**src/rtl/vga_timing_gen.sv**
```systemverilog
// vga_timing_gen
//   Raster timing source for the starfield/pixel pipeline. Free-running
//   horizontal/vertical counters produce sync pulses, an active-video flag,
//   a field window with an end-of-field strobe, and a frame-start strobe.
//   Every output is registered, and all outputs describe the same pixel
//   (hpos, vpos) in the same cycle.
//
//   Optional feature: define VGA_TIMING_FRAME_CNT_EN to build the
//   completed-frame counter. Without it, frame_cnt is tied to 0 and no
//   counter flops are built. The port list is the same in both builds.
//
// Ports
//   clk          in   pixel clock
//   reset        in   synchronous, active-high; takes priority over ce
//   ce           in   pixel-advance enable; 0 freezes all state and outputs
//   hpos         out  current column, 0..H_TOTAL-1
//   vpos         out  current line, 0..V_TOTAL-1
//   hsync        out  horizontal sync, level SYNC_POL while active
//   vsync        out  vertical sync, level SYNC_POL while active
//   display_on   out  hpos < H_VIS && vpos < V_VIS
//   field_en     out  hpos < FIELD_W && vpos < FIELD_H
//   field_last   out  high only at pixel (FIELD_W-1, FIELD_H-1)
//   frame_start  out  high only at pixel (0,0)
//   frame_cnt    out  completed-frame count (0 unless VGA_TIMING_FRAME_CNT_EN)
module vga_timing_gen #(
  parameter int H_VIS       = 640,
  parameter int H_FP        = 16,
  parameter int H_SYNC      = 96,
  parameter int H_BP        = 48,
  parameter int V_VIS       = 480,
  parameter int V_FP        = 10,
  parameter int V_SYNC      = 2,
  parameter int V_BP        = 33,
  parameter int SYNC_POL    = 0,
  parameter int FIELD_W     = 640,
  parameter int FIELD_H     = 480,
  parameter int FRAME_CNT_W = 8
) (
  input  logic                   clk,
  input  logic                   reset,
  input  logic                   ce,
  output logic [9:0]             hpos,
  output logic [9:0]             vpos,
  output logic                   hsync,
  output logic                   vsync,
  output logic                   display_on,
  output logic                   field_en,
  output logic                   field_last,
  output logic                   frame_start,
  output logic [FRAME_CNT_W-1:0] frame_cnt
);

  localparam int H_TOTAL = H_VIS + H_FP + H_SYNC + H_BP;
  localparam int V_TOTAL = V_VIS + V_FP + V_SYNC + V_BP;

  localparam logic [9:0] H_LAST   = 10'(H_TOTAL - 1);
  localparam logic [9:0] V_LAST   = 10'(V_TOTAL - 1);
  localparam logic [9:0] H_VIS_L  = 10'(H_VIS);
  localparam logic [9:0] V_VIS_L  = 10'(V_VIS);
  localparam logic [9:0] HS_BEG   = 10'(H_VIS + H_FP);
  localparam logic [9:0] HS_END   = 10'(H_VIS + H_FP + H_SYNC);
  localparam logic [9:0] VS_BEG   = 10'(V_VIS + V_FP);
  localparam logic [9:0] VS_END   = 10'(V_VIS + V_FP + V_SYNC);
  localparam logic [9:0] FLD_W_L  = 10'(FIELD_W);
  localparam logic [9:0] FLD_H_L  = 10'(FIELD_H);
  localparam logic [9:0] FLD_LX   = 10'(FIELD_W - 1);
  localparam logic [9:0] FLD_LY   = 10'(FIELD_H - 1);
  localparam logic       SYNC_ACT = (SYNC_POL != 0) ? 1'b1 : 1'b0;

  if (FIELD_W > H_VIS || FIELD_H > V_VIS || FIELD_W < 1 || FIELD_H < 1) begin : g_param_err
    $error("vga_timing_gen: field window %0dx%0d does not fit the visible area %0dx%0d",
           FIELD_W, FIELD_H, H_VIS, V_VIS);
  end

  // Next-pixel counters: hold the pixel that the output stage presents on the
  // following ce edge, so every flag can be decoded and registered in step.
  logic [9:0] hcnt_q, hcnt_d;
  logic [9:0] vcnt_q, vcnt_d;

  logic [9:0] hpos_q, vpos_q;
  logic       hsync_q, vsync_q, display_on_q, field_en_q, field_last_q, frame_start_q;

  logic       hsync_d, vsync_d, display_on_d, field_en_d, field_last_d, frame_start_d;

  always_comb begin
    hcnt_d = hcnt_q + 10'd1;
    vcnt_d = vcnt_q;
    if (hcnt_q == H_LAST) begin
      hcnt_d = 10'd0;
      vcnt_d = (vcnt_q == V_LAST) ? 10'd0 : vcnt_q + 10'd1;
    end
  end

  always_comb begin
    hsync_d       = (hcnt_q >= HS_BEG && hcnt_q < HS_END) ? SYNC_ACT : ~SYNC_ACT;
    vsync_d       = (vcnt_q >= VS_BEG && vcnt_q < VS_END) ? SYNC_ACT : ~SYNC_ACT;
    display_on_d  = (hcnt_q < H_VIS_L) && (vcnt_q < V_VIS_L);
    field_en_d    = (hcnt_q < FLD_W_L) && (vcnt_q < FLD_H_L);
    field_last_d  = (hcnt_q == FLD_LX) && (vcnt_q == FLD_LY);
    frame_start_d = (hcnt_q == 10'd0) && (vcnt_q == 10'd0);
  end

  always_ff @(posedge clk) begin
    if (reset) begin
      hcnt_q        <= 10'd0;
      vcnt_q        <= 10'd0;
      hpos_q        <= 10'd0;
      vpos_q        <= 10'd0;
      hsync_q       <= ~SYNC_ACT;
      vsync_q       <= ~SYNC_ACT;
      display_on_q  <= 1'b0;
      field_en_q    <= 1'b0;
      field_last_q  <= 1'b0;
      frame_start_q <= 1'b0;
    end else if (ce) begin
      hcnt_q        <= hcnt_d;
      vcnt_q        <= vcnt_d;
      hpos_q        <= hcnt_q;
      vpos_q        <= vcnt_q;
      hsync_q       <= hsync_d;
      vsync_q       <= vsync_d;
      display_on_q  <= display_on_d;
      field_en_q    <= field_en_d;
      field_last_q  <= field_last_d;
      frame_start_q <= frame_start_d;
    end
  end

  assign hpos        = hpos_q;
  assign vpos        = vpos_q;
  assign hsync       = hsync_q;
  assign vsync       = vsync_q;
  assign display_on  = display_on_q;
  assign field_en    = field_en_q;
  assign field_last  = field_last_q;
  assign frame_start = frame_start_q;

`ifdef VGA_TIMING_FRAME_CNT_EN
  // first_q suppresses the count on the frame_start that follows reset, so
  // the first frame reads 0 and the second frame_start brings it to 1.
  logic [FRAME_CNT_W-1:0] frame_cnt_q, frame_cnt_d;
  logic                   first_q;

  always_comb begin
    frame_cnt_d = frame_cnt_q;
    if (frame_start_d && !first_q) frame_cnt_d = frame_cnt_q + FRAME_CNT_W'(1);
  end

  always_ff @(posedge clk) begin
    if (reset) begin
      frame_cnt_q <= '0;
      first_q     <= 1'b1;
    end else if (ce) begin
      frame_cnt_q <= frame_cnt_d;
      first_q     <= 1'b0;
    end
  end

  assign frame_cnt = frame_cnt_q;
`else
  assign frame_cnt = '0;
`endif

endmodule

```
**config.mk**
```make
export PLATFORM = sky130hd
export DESIGN_NAME = vga_timing_gen
export DESIGN_NICKNAME = d
export VERILOG_FILES = /design/src/rtl/vga_timing_gen.sv
export SDC_FILE = /design/constraint.sdc
export NUM_CORES = 1
export LEC_CHECK = 0
export BUFFER_PORTS_ARGS = -buffer_cell sky130_fd_sc_hd__buf_4
export CORE_MARGIN = 10
export CORE_UTILIZATION = 50
export CTS_CLUSTER_SIZE = 8
export DETAILED_ROUTE_END_ITERATION = 8
export GPL_ROUTABILITY_DRIVEN = 1
export PLACE_DENSITY = 0.7
export SLEW_MARGIN = 20
export SYNTH_ARGS = -nofsm -noshare
export SYNTH_HDL_FRONTEND = slang
export SYNTH_SLANG_ARGS = --single-unit
```
**constraint.sdc**
```tcl
create_clock -name clk -period 2.55 [get_ports clk]
set_input_delay 0.51 -clock clk [delete_from_list [all_inputs] [get_ports clk]]
set_output_delay 0.51 -clock clk [all_outputs]
set_load 0.005 [all_outputs]
```
## Word level (Yosys, flattened, before mapping)

Cells that the tools add are included.

- Register bits after elaboration: 45
- Bits of input ports: 3
- Output and inout port bits: 34
- Logic and storage cells: 33

- Reduce and logical (&&, ||, !) cells: 8
- Order comparisons: 6
- Mux-type cells: 4
- Equality and inequality tests: 4
- Add/sub/neg operators: 2

Operator list:

| kind | count |
|---|---|
| $eq A10 B10 Y1 const B | 3 |
| $add A10 B1 Y10 const B | 2 |
| $logic_not A10 Y1 | 2 |
| $lt A10 B10 Y1 const B | 2 |
| $lt A10 B9 Y1 const B | 2 |
| $mux W10 | 2 |
| $eq A10 B9 Y1 const B | 1 |
| $ge A10 B10 Y1 const B | 1 |
| $ge A10 B9 Y1 const B | 1 |
| $logic_and A1 B1 Y1 | 5 |
| $mux W1 | 2 |
| $reduce_and A2 Y1 | 1 |

## Depth between registers and ports, before layout

- Depth after elaboration: 3
- Mapped depth: 7
- Mapped depth without buffers: 6

## Worst setup path before layout

Ideal clock, no wire load.

- Path kind: register to register
- Start point: reg hcnt_q[5]
- End point: reg vcnt_q[8]
- Slack: 644 ps
- Arrival time: 1836 ps
- Buffers on the path: 3
- Cell stages (with the launch flop): 8
- Period minus slack after synthesis: 1906 ps
- Data required time: 2480 ps
- Setup time: 70 ps
- Cell sequence: dfxtp_1 -> buf_6 -> or2_1 -> buf_6 -> or3_1 -> clkbuf_2 -> or4_1 -> a21oi_1

- Cells in the longest elaborated chain, start to end: 2

RTL lines:

| element | line | source |
|---|---|---|
| from (decl) | 77 | `logic [9:0] hcnt_q, hcnt_d;` |
| from (signal assigned) | 116 | `hcnt_q <= hcnt_d;` |
| $eq A10 B10 Y1 | 88 | `if (hcnt_q == H_LAST) begin` |
| $reduce_and A2 Y1 (no source line) | n/a |  |
| to (signal assigned) | 117 | `vcnt_q <= vcnt_d;` |
| to (decl) | 78 | `logic [9:0] vcnt_q, vcnt_d;` |

No other way between the ends.
A chain may end at the register's enable or synchronous reset.

## Final worst setup path

Same ends and word-level chain as after synthesis.

==> reports/results.ini <==
[synthesis]
ys_seq_elements=45
synth_warnings=0
synth_edf_count=0
synth_area_leaders=dfxtp_1 (41%), mux2i_1 (10%), nor2_1 (5.6%)
ys_seq_area_share_pct=41.0
ys.flop_type=dfxtp_1
synth_top_area_share_pct=41.0
syn_area_per_cell_um2=9.24
yosysMostFrequentCell=dfxtp_1
ys_top_cells_by_count=dfxtp_1 (45), nor2_1 (33), mux2i_1 (22), nor3_1 (11)
ys_async_sr_fraction_pct=0
synth_area_um2=2200
synth_area_leader_cell=dfxtp_1
ys_types=44
synth_cells=238

[worst_setup_path]
reg2reg_to=vcnt_q[8]$_SDFFE_PP0P_
reg2reg_depth=4
critPathCaptureType=flop
worstPathRequired_ns=2.79
path_class=reg2reg
reg2reg_slack_ns=0.58
r2r-start=hcnt_q[5]$_SDFFE_PP0P_
crit_start=hcnt_q[5]$_SDFFE_PP0P_
startpoint_type=flop
cp_max_fo=9
arrival_ns=2.21
endpoint=vcnt_q[8]$_SDFFE_PP0P_

[global_routing]
grt_usage_pct=13.0
grt_pass1_wl_mm=7.89
grt_pass1_vias=1595
antenna_found_initial=0
grt_overflow_total=0
grt_max_degree=39

[timing]
slew_viol_final=0
fmax_mhz=506
min_period_over_period_pct=77.4
setup_viol=0
period_needed_ns=1.97
hold_violations=0
worst_pin_slew_ns=0.546
fin_skew_ns=0.00665
max-slew-margin-rel_pct=63.2
rsz0062_at_grt=false
fin_setup_tns_ns=0

[placed_design]
gp_congestion=0.888
io_buffers=28
dp_hpwl_mm=3.32

[detailed_routing]
first_pass_iters=4
routed_wl_mm=4.61
vias=1680
drc=0
top_layer_used=met4
vias_per_cell=5.47
drt-initial-drc-count=119
wl_met1_mm=2.09
wl_per_cell_um=15.0
wl_met3_um=354
met2_length_mm=2.08
ant_nets=0

[clock_tree]
path_clk_slew_ns=0.08
cts_tree=done
insertion_delay_ns=0.30
htree_levels=2
cts_max_path_buffers=2
post_cts_buffers=0
cts_resized=0
cts_buffers=5
cts_sinks=45
root_buffer=clkbuf_8
hold_buffers=0

[final_layout]
nFillCells=409
num_antenna_cells=0
drive_gt1_share_pct=16.9
final_util_pct=55.7
layout.nets=262
area_growth_pct=8.76

[pwr]
p_total_mw=1.25
ir_worst_vdd_uv=300
p_per_area_nw_per_um2=522
leakage_nw=0.980

[status]
status=finished, final reports clean

[die]
die_h_um=86.3
core-area_um2=4290
die_w_um=86.3
die_area_um2=7450
row_count=24
start_util_pct=51.2
ios=37

[worst_hold_path]
worstHoldPathType=reg2reg

[run]
drv_cap=0

-- stage by stage --
step / area [µm²] / setup WS [ns] / hold WS [ns] / cells
global placement: 2290 / 0.528 / 0.458 / 299
floorplan: 2230 / 0.644 / 0.461 / 245
CTS: 2390 / 0.571 / 0.478 / 307
detailed placement: 2290 / 0.490 / 0.466 / 299
global route: 2390 / 0.414 / 0.501 / 307
finish: 2390 / 0.575 / 0.476 / 307
-- logic make-up (layout without fill, tap and decap cells) --
group | Yosys count | count (layout) | share of synthesized area [%]
multiplexers | 22 | 22 | 10.0
AO/OA/AOI/OAI | 19 | 19 | 5.40
AND/OR/NAND/NOR | 97 | 97 | 23.7
flip-flops | 45 | 45 | 41.0
buffers and inverters | 37 | 47 | 12.1
adder cells (fa/ha/maj) | 5 | 5 | 2.84
other | 1 | 8 | 0.170
XOR/XNOR | 12 | 12 | 4.78
-- worst min-delay path by stage --
stage | from | to | slack [ns] | cells past startpoint
after floorplan | frame_start$_SDFFE_PP0P_ | frame_start$_SDFFE_PP0P_ | 0.46 | 2
after global placement | frame_start$_SDFFE_PP0P_ | frame_start$_SDFFE_PP0P_ | 0.46 | 2
after detailed placement | frame_start$_SDFFE_PP0P_ | frame_start$_SDFFE_PP0P_ | 0.47 | 2
after CTS | frame_start$_SDFFE_PP0P_ | frame_start$_SDFFE_PP0P_ | 0.48 | 2
after global routing | field_last$_SDFFE_PP0P_ | field_last$_SDFFE_PP0P_ | 0.50 | 2
final | field_last$_SDFFE_PP0P_ | field_last$_SDFFE_PP0P_ | 0.48 | 2
-- layout make-up --
class | count | area [µm²] | share of cell area [%]
inverter | 7 | 26.3 | 1.10
timing repair buffer | 32 | 240 | 10.0
clock inverter | 1 | 5.00 | 0.209
sequential | 45 | 901 | 37.7
tap | 52 | 65.1 | 2.72
multi-input combinational | 163 | 1060 | 44.2
clock buffer | 7 | 96.3 | 4.03
-- metal layers --
metal	GRT usage [%]	up-vias
li1	-	841
met1	16.2	781
met2	19.6	50
met3	4.78	8
met4	5.60	0
met5	0	-
-- registers in the layout, indices dropped and copies added, names as in the netlist --
signal and flops:
hsync 1, hcnt_q 10, vpos 10, field_en 1, hpos 10, frame_start 1
field_last 1, vcnt_q 10, vsync 1
-- power by group --
part / leakage [nW] / switching [mW] / internal [mW]
registers: 0.363 / 0.00492 / 0.708
clock network: 0.0542 / 0.233 / 0.245
logic: 0.562 / 0.0349 / 0.0231
-- cells in the final DEF, fill, tap and decap left out, types with 3 or more instances in the layout --
cell	netlist	final
nor3_1	11	11
o21ai_0	3	3
dfxtp_1	45	45
a21oi_1	9	9
buf_4	9	32
xnor2_1	8	8
nor4_1	7	7
mux2i_1	22	22
inv_1	7	7
nor4b_1	3	3
xor2_1	4	4
nand2b_1	4	4
nand3_1	9	9
conb_1	1	8
nor2_1	33	33
clkbuf_8	4	7
and3_1	3	3
ha_1	5	5
nand4_1	5	5
nand2_1	9	9
-- critical path, cell delays in order (launching register included) --
cell and delay [ns]:
dfxtp_1 0.41, or2_1 0.35, or3_1 0.48, or4_1 0.53, a21oi_1 0.15
(Power assumes the default switching activity.)
